[src/rtl/cpu_int_multi.sv]
// Multi-channel maskable interrupt generator on the CPU clock: raster-position
// triggers, fixed-priority arbitration onto /INT, IM2 vector, INTA handshake.
module cpu_int_multi #(
    parameter int CHANNELS = 4,
    parameter int VW       = 9,
    parameter int HW       = 9,
    parameter int PW_W     = 6
) (
    input  logic                   clkcpu,
    input  logic                   rst_n,
    input  logic [VW-1:0]          vc,
    input  logic [HW-1:0]          hc,
    input  logic [CHANNELS*VW-1:0] trig_v,
    input  logic [CHANNELS*HW-1:0] trig_h,
    input  logic [CHANNELS-1:0]    enable,
    input  logic [PW_W-1:0]        pulse_len,
    input  logic [7:0]             vector_base,
    input  logic                   m1,
    input  logic                   iorq,
    output logic                   n_int,
    output logic [7:0]             int_vector,
    output logic [2:0]             active_ch,
    output logic [CHANNELS-1:0]    pending,
    output logic [CHANNELS-1:0]    missed,
    output logic                   ack
);

    typedef enum logic [1:0] {IDLE, ASSERT, GAP} state_t;

    state_t              state_q, state_d;
    logic [CHANNELS-1:0] match, matchPrev_q;
    logic [CHANNELS-1:0] pending_q, pending_d;
    logic [CHANNELS-1:0] missed_q, missed_d;
    logic [CHANNELS-1:0] effPending, chMask, activeMask, clrMask, dropMask;
    logic [PW_W-1:0]     cnt_q, cnt_d;
    logic [2:0]          ch_q, ch_d, sel;
    logic [7:0]          vector_q, vector_d;
    logic                ack_q, ack_d;

    // Per-channel raster compare, priority select and the active-channel mask.
    always_comb begin
        match      = '0;
        chMask     = '0;
        sel        = '0;
        effPending = pending_q & enable;
        for (int i = 0; i < CHANNELS; i++) begin
            match[i]  = (vc == trig_v[i*VW +: VW]) && (hc == trig_h[i*HW +: HW]);
            chMask[i] = (ch_q == 3'(i));
        end
        for (int i = CHANNELS - 1; i >= 0; i--) begin
            if (effPending[i]) sel = 3'(i);
        end
    end

    always_comb begin
        state_d  = state_q;
        cnt_d    = cnt_q;
        ch_d     = ch_q;
        vector_d = vector_q;
        ack_d    = 1'b0;
        clrMask  = '0;
        missed_d = missed_q;
        case (state_q)
            IDLE: begin
                if (|effPending) begin
                    ch_d     = sel;
                    cnt_d    = (pulse_len == '0) ? PW_W'(1) : pulse_len;
                    vector_d = vector_base + {4'b0000, sel, 1'b0};
                    state_d  = ASSERT;
                end
            end
            ASSERT: begin
                if (m1 && iorq) begin
                    ack_d    = 1'b1;
                    clrMask  = chMask;
                    missed_d = missed_q & ~chMask;
                    state_d  = GAP;
                end else if (cnt_q == PW_W'(1)) begin
                    clrMask  = chMask;
                    missed_d = missed_q | chMask;
                    state_d  = GAP;
                end else begin
                    cnt_d = cnt_q - PW_W'(1);
                end
            end
            GAP:     state_d = IDLE;
            default: state_d = IDLE;
        endcase
    end

    // A fresh edge in the same cycle as a clear wins, so no event is lost.
    always_comb begin
        activeMask = (state_q == ASSERT) ? chMask : '0;
        dropMask   = ~enable & ~activeMask;
        pending_d  = (pending_q & ~clrMask & ~dropMask) | (match & ~matchPrev_q & enable);
    end

    always_ff @(posedge clkcpu or negedge rst_n) begin
        if (!rst_n) begin
            state_q     <= IDLE;
            matchPrev_q <= '0;
            pending_q   <= '0;
            missed_q    <= '0;
            cnt_q       <= '0;
            ch_q        <= '0;
            vector_q    <= '0;
            ack_q       <= 1'b0;
        end else begin
            state_q     <= state_d;
            matchPrev_q <= match;
            pending_q   <= pending_d;
            missed_q    <= missed_d;
            cnt_q       <= cnt_d;
            ch_q        <= ch_d;
            vector_q    <= vector_d;
            ack_q       <= ack_d;
        end
    end

    assign n_int      = (state_q != ASSERT);
    assign int_vector = vector_q;
    assign active_ch  = ch_q;
    assign pending    = pending_q;
    assign missed     = missed_q;
    assign ack        = ack_q;

endmodule

[config.mk]
export PLATFORM = sky130hd
export DESIGN_NAME = cpu_int_multi
export DESIGN_NICKNAME = d
export VERILOG_FILES = /design/src/rtl/cpu_int_multi.sv
export SDC_FILE = /design/constraint.sdc
export NUM_CORES = 1
export LEC_CHECK = 0
export BUFFER_PORTS_ARGS = -buffer_cell sky130_fd_sc_hd__buf_4
export CAP_MARGIN = 20
export CELL_PAD_IN_SITES_DETAIL_PLACEMENT = 2
export CELL_PAD_IN_SITES_GLOBAL_PLACEMENT = 2
export CORE_ASPECT_RATIO = 0.75
export CORE_MARGIN = 4
export CORE_UTILIZATION = 27
export DETAILED_ROUTE_END_ITERATION = 10
export PLACE_DENSITY_LB_ADDON = 0.1
export SLEW_MARGIN = 20
export SYNTH_ARGS = -nofsm -noshare
export SYNTH_HDL_FRONTEND = slang
export SYNTH_SLANG_ARGS = --single-unit
[constraint.sdc]
create_clock -name clkcpu -period 3.8 [get_ports clkcpu]
set_input_delay 0.76 -clock clkcpu [delete_from_list [all_inputs] [get_ports clkcpu]]
set_output_delay 0.76 -clock clkcpu [all_outputs]
set_load 0.05 [all_outputs]
**Word level (Yosys, flattened, before mapping)**

Cells that the tools add are included.

- Output and inout bits: 21
- Input bits: 112
- Logic and storage cells: 79
- Flip-flop bits (word level): 32

- Mux-type cells: 21
- Equality and inequality tests: 18
- Bitwise logic cells: 15
- $add $sub $neg: 2
- Reduce and logical (&&, ||, !) cells: 15

Operator list:

| cell | count |
|---|---|
| 9-bit == test | 8 |
| 4-bit AND | 7 |
| 4-bit 2-to-1 mux | 6 |
| 6-bit 2-to-1 mux | 4 |
| 4-bit NOT | 6 |
| 6-bit one-hot mux with 2 select lines | 1 |
| 2-bit 2-to-1 mux | 5 |
| 8-bit by 4-bit adder with 8-bit output | 1 |
| 4-bit OR | 2 |
| 3-bit by 2-bit == test with 1-bit output, second input constant | 2 |
| 6-bit by 1-bit == test with 1-bit output, second input constant | 1 |
| 6-bit zero test | 1 |
| 3-bit 2-to-1 mux | 2 |
| 2-bit != test, second input constant | 3 |
| 2-bit AND reduction | 3 |
| 6-bit by 1-bit subtractor with 6-bit output, second input constant | 1 |
| 1-bit logical AND | 5 |
| 2-bit one-hot mux with 2 select lines | 1 |
| 4-bit AND reduction | 1 |
| 2-bit nonzero test | 2 |
| 4-bit OR reduction | 1 |
| 3-bit by 1-bit == test with 1-bit output, second input constant | 1 |
| 3-bit zero test | 1 |
| 3-bit != test, second input constant | 1 |
| 4 further kinds | 5 |

**Logic depth before layout (Yosys ltp)**

- Depth after elaboration: 8
- Depth in mapped cells: 9
- Depth with buffers taken out: 9

**Worst setup path before layout**

Ideal clock, no wire load.

- Kind: input port to flip-flop
- Start: in enable[2]
- End: reg vector_q[7], in the netlist int_vector[7]
- Library setup time: 130 ps
- Cell stages on the path: 9
- Data arrival time: 2122 ps
- Slack: 1548 ps
- Required time: 3670 ps
- Path buffers: 0
- Path through: nand2_1 a32oi_1 a21oi_1 ha_1 inv_1 fa_1 nor3_1 xnor2_1 o21ai_1

- Cells in the longest elaborated chain, start to end: 5
- Elaborated cells on any way between the ends: 7
- Classes of those cells: add/sub: 1; mux: 3; bitwise: 1; reduce/logical: 2

RTL lines:

| what | RTL line | RTL |
|---|---|---|
| start: declaration | 15 | `input logic [CHANNELS-1:0] enable,` |
| 4-bit AND | 45 | `effPending = pending_q & enable;` |
| 2-bit 2-to-1 mux | 51 | `if (effPending[i]) sel = 3'(i);` |
| 3-bit 2-to-1 mux (2 in a row) | 51 |  |
| net sel[0] | 36 | `logic [2:0] ch_q, ch_d, sel;` |
| 8-bit by 4-bit adder with 8-bit output | 68 | `vector_d = vector_base + {4'b0000, sel, 1'b0};` |
| end signal: assignment | 115 | `vector_q <= vector_d;` |
| end: declaration | 37 | `logic [7:0] vector_q, vector_d;` |

The timed path passes the listed nets, and every way through them passes these cells.
A chain may end at the register's enable or synchronous reset.

**Worst setup path in the final report**

Same ends and word-level chain as after synthesis.

==> metrics <==
run status finished clean; Max FO, Critical Path 4; post-route setup TNS 0 ns; Yosys cell types 47; die area 10500 um2; final wirelength 10.3 mm; largest net degree at the start of global routing 32; Total Power 1.23 mW; gr busiest metal met2; top_reg_cell synth dfrtp_1; Worst Reg-to-Reg Cells 9; Post-CTS Hold Fix Bufs 0; RSZ-0062 raised after global routing no; CP endpoint kind flip-flop; number of port buffers 131; Final Wtd Congestion 0.783; Final Hold Violating Endpoints 0; Peak VDD IR 0.000193 V; row count 29; met3 Usage GRT 0.0288; clock sink count 31; Critical Path RT 3.93 ns; vias in the first global route 2725; Gate Count Post-Synth 258; CTS buffer count 5; met1 Use GR 0.291; commonest cells after routing, fill and taps aside buf_4 (131), xor2_1 (50), dfrtp_1 (31), xnor2_1 (27), a21oi_1 (17); Clock Latency Late Sink 0.27 ns; Initial Utilization 0.280; Post-CTS Resized 0; met2 Usage GRT 0.327; DRC viols 0; Hold WS 0.421 ns; Yosys top cell area share 0.323; final worst-path cycle share 0.621; Die Ht 89.7 um; clock root cell clkbuf_16; dpl ws 1.15 ns; fmax 424 MHz; Slew headroom 0.448; first-pass GRT wire length 15.9 mm; reg2reg setup slack 1.61 ns; detail-routed via count per cell 5.05; routed len/inst 20.5 um; Min Clock Period, post-route 2.36 ns; commonest non-fill, non-tap cell in the layout buf_4; setup bufs post-CTS 0; Clock Path Buffers 2; most area-hungry cell type in the Yosys netlist dfrtp_1; Max H-tree Level 2; Final setup viols 0; Synth Register Bits 31; share of post-route cells with drive strength above 1 0.368; maxcap violations 0; Post-DP HPWL 8.74 mm; # diodes 0; critical path class input pin to flip-flop; Async S/R FF share, synth 1.00; CTS clk-pin slew, worst paths 0.05 ns; CTS tree built; clock skew after layout 0.00236 ns; largest cells by area after synthesis dfrtp_1 (32%), xor2_1 (18%), xnor2_1 (9.8%), a21oi_1 (3.5%), nor4_1 (3.1%); Net count, final 510; mean post-synth cell area 9.31 um2; startpoint types input pin; number of synthesized flops with an enable pin 0; register area share after synthesis 0.323; antenna violations before repair 0; Detail Route Antenna Nets 0; worst setup margin 1.44 ns; GRT Residual Overflow 0; fin. max-slew vios 0; RR Endpoint int_vector[7]$_DFFE_PN0P_; Tightest Hold Check Type input pin to async pin; Die X 117 um; DRT Pass-1 Iters 4; syn_nets 375; synthesis warning total 0; leak pwr 1.68 nW; All-Layer GR Usage 0.202; area grow syn2layout 52.5%; RR Startpoint pending[2]$_DFF_PN0_; Initial DRC Count 90; Synth Cell Area 2400 um2; Worst-Margin Slew 0.817 ns; core area 8560 um2; Pwr Density 336 nW/um2; CP arrival 2.49 ns; num ports 133; via count 2537
-- final cells by class --
cell class                 instances  area [um2]
inverter                          11        41.3
timing repair buffer             131         983
clock buffer                       8         156
tap                              108         135
fill                             979        4900
multi-input combinational        213        1570
sequential                        31         776
-- cell usage after synthesis, types with 2 or more instances --
| master | instances |
|---|---|
| nor2b_1 | 3 |
| nor4bb_1 | 2 |
| nand4b_1 | 2 |
| mux2_1 | 3 |
| or4b_1 | 4 |
| a31oi_1 | 3 |
| nor3b_1 | 2 |
| inv_2 | 2 |
| a22oi_1 | 2 |
| o22ai_1 | 6 |
| o21ai_1 | 7 |
| nor4_1 | 12 |
| nand2_1 | 15 |
| nand4_1 | 5 |
| nor3_1 | 9 |
| a22o_1 | 2 |
| nand3_1 | 5 |
| clkbuf_1 | 2 |
| dfrtp_1 | 31 |
| inv_1 | 9 |
| xor2_1 | 50 |
| ha_1 | 4 |
| o2bb2ai_1 | 3 |
| xnor2_1 | 27 |
| a21oi_1 | 17 |
| nor2_1 | 10 |
-- power by group --
| group | internal (mW) | total (mW) | switching (mW) |
|---|---|---|---|
| combinational | 0.183 | 0.388 | 0.206 |
| clock | 0.279 | 0.421 | 0.142 |
| sequential | 0.372 | 0.422 | 0.0500 |
-- how the worst max path moves through the flow --
stage | endpoint | depth (start not counted) | startpoint | slack [ns]
6_report | int_vector[7]$_DFFE_PN0P_ | 10 | enable[2] | 1.44
5_1_grt | int_vector[7]$_DFFE_PN0P_ | 10 | enable[2] | 1.23
4_1_cts | int_vector[7]$_DFFE_PN0P_ | 10 | enable[2] | 1.43
3_5_place_dp | int_vector[7]$_DFFE_PN0P_ | 10 | enable[2] | 1.15
3_3_place_gp | int_vector[7]$_DFFE_PN0P_ | 10 | enable[2] | 1.29
2_1_floorplan | int_vector[7]$_DFFE_PN0P_ | 9 | enable[2] | 1.55
-- layer usage --
metal  wire [um]  vias up
li1            -     1188
met1        5010     1264
met2        4740       75
met3         444       10
met4         112        0
met5           0        -
-- critical path, cell delays in order --
cell and delay, ns:
buf_4 0.13, nand2_1 0.06, a32oi_1 0.10, a21oi_1 0.22
ha_1 0.22, inv_1 0.06, fa_1 0.42, nor3_1 0.26
xnor2_1 0.17, o21ai_1 0.08
-- logic make-up after synthesis --
kind of cell    synth area share
compound gates             0.144
other cells              0.00156
mux                       0.0141
simple gates               0.184
fa+ha+maj                 0.0292
flops                      0.323
xor+xnor                   0.281
buf+inv                   0.0235
-- per-stage QoR --
step                      area [um2]  utilization  cells
final                           3660        0.428    502
after global routing            3660        0.428    502
after CTS                       3660        0.428    502
after detailed placement        3500        0.409    494
after global placement          3500        0.409    494
after floorplan                 2400            -    258
Note: power is estimated with default switching activity, not from simulation.
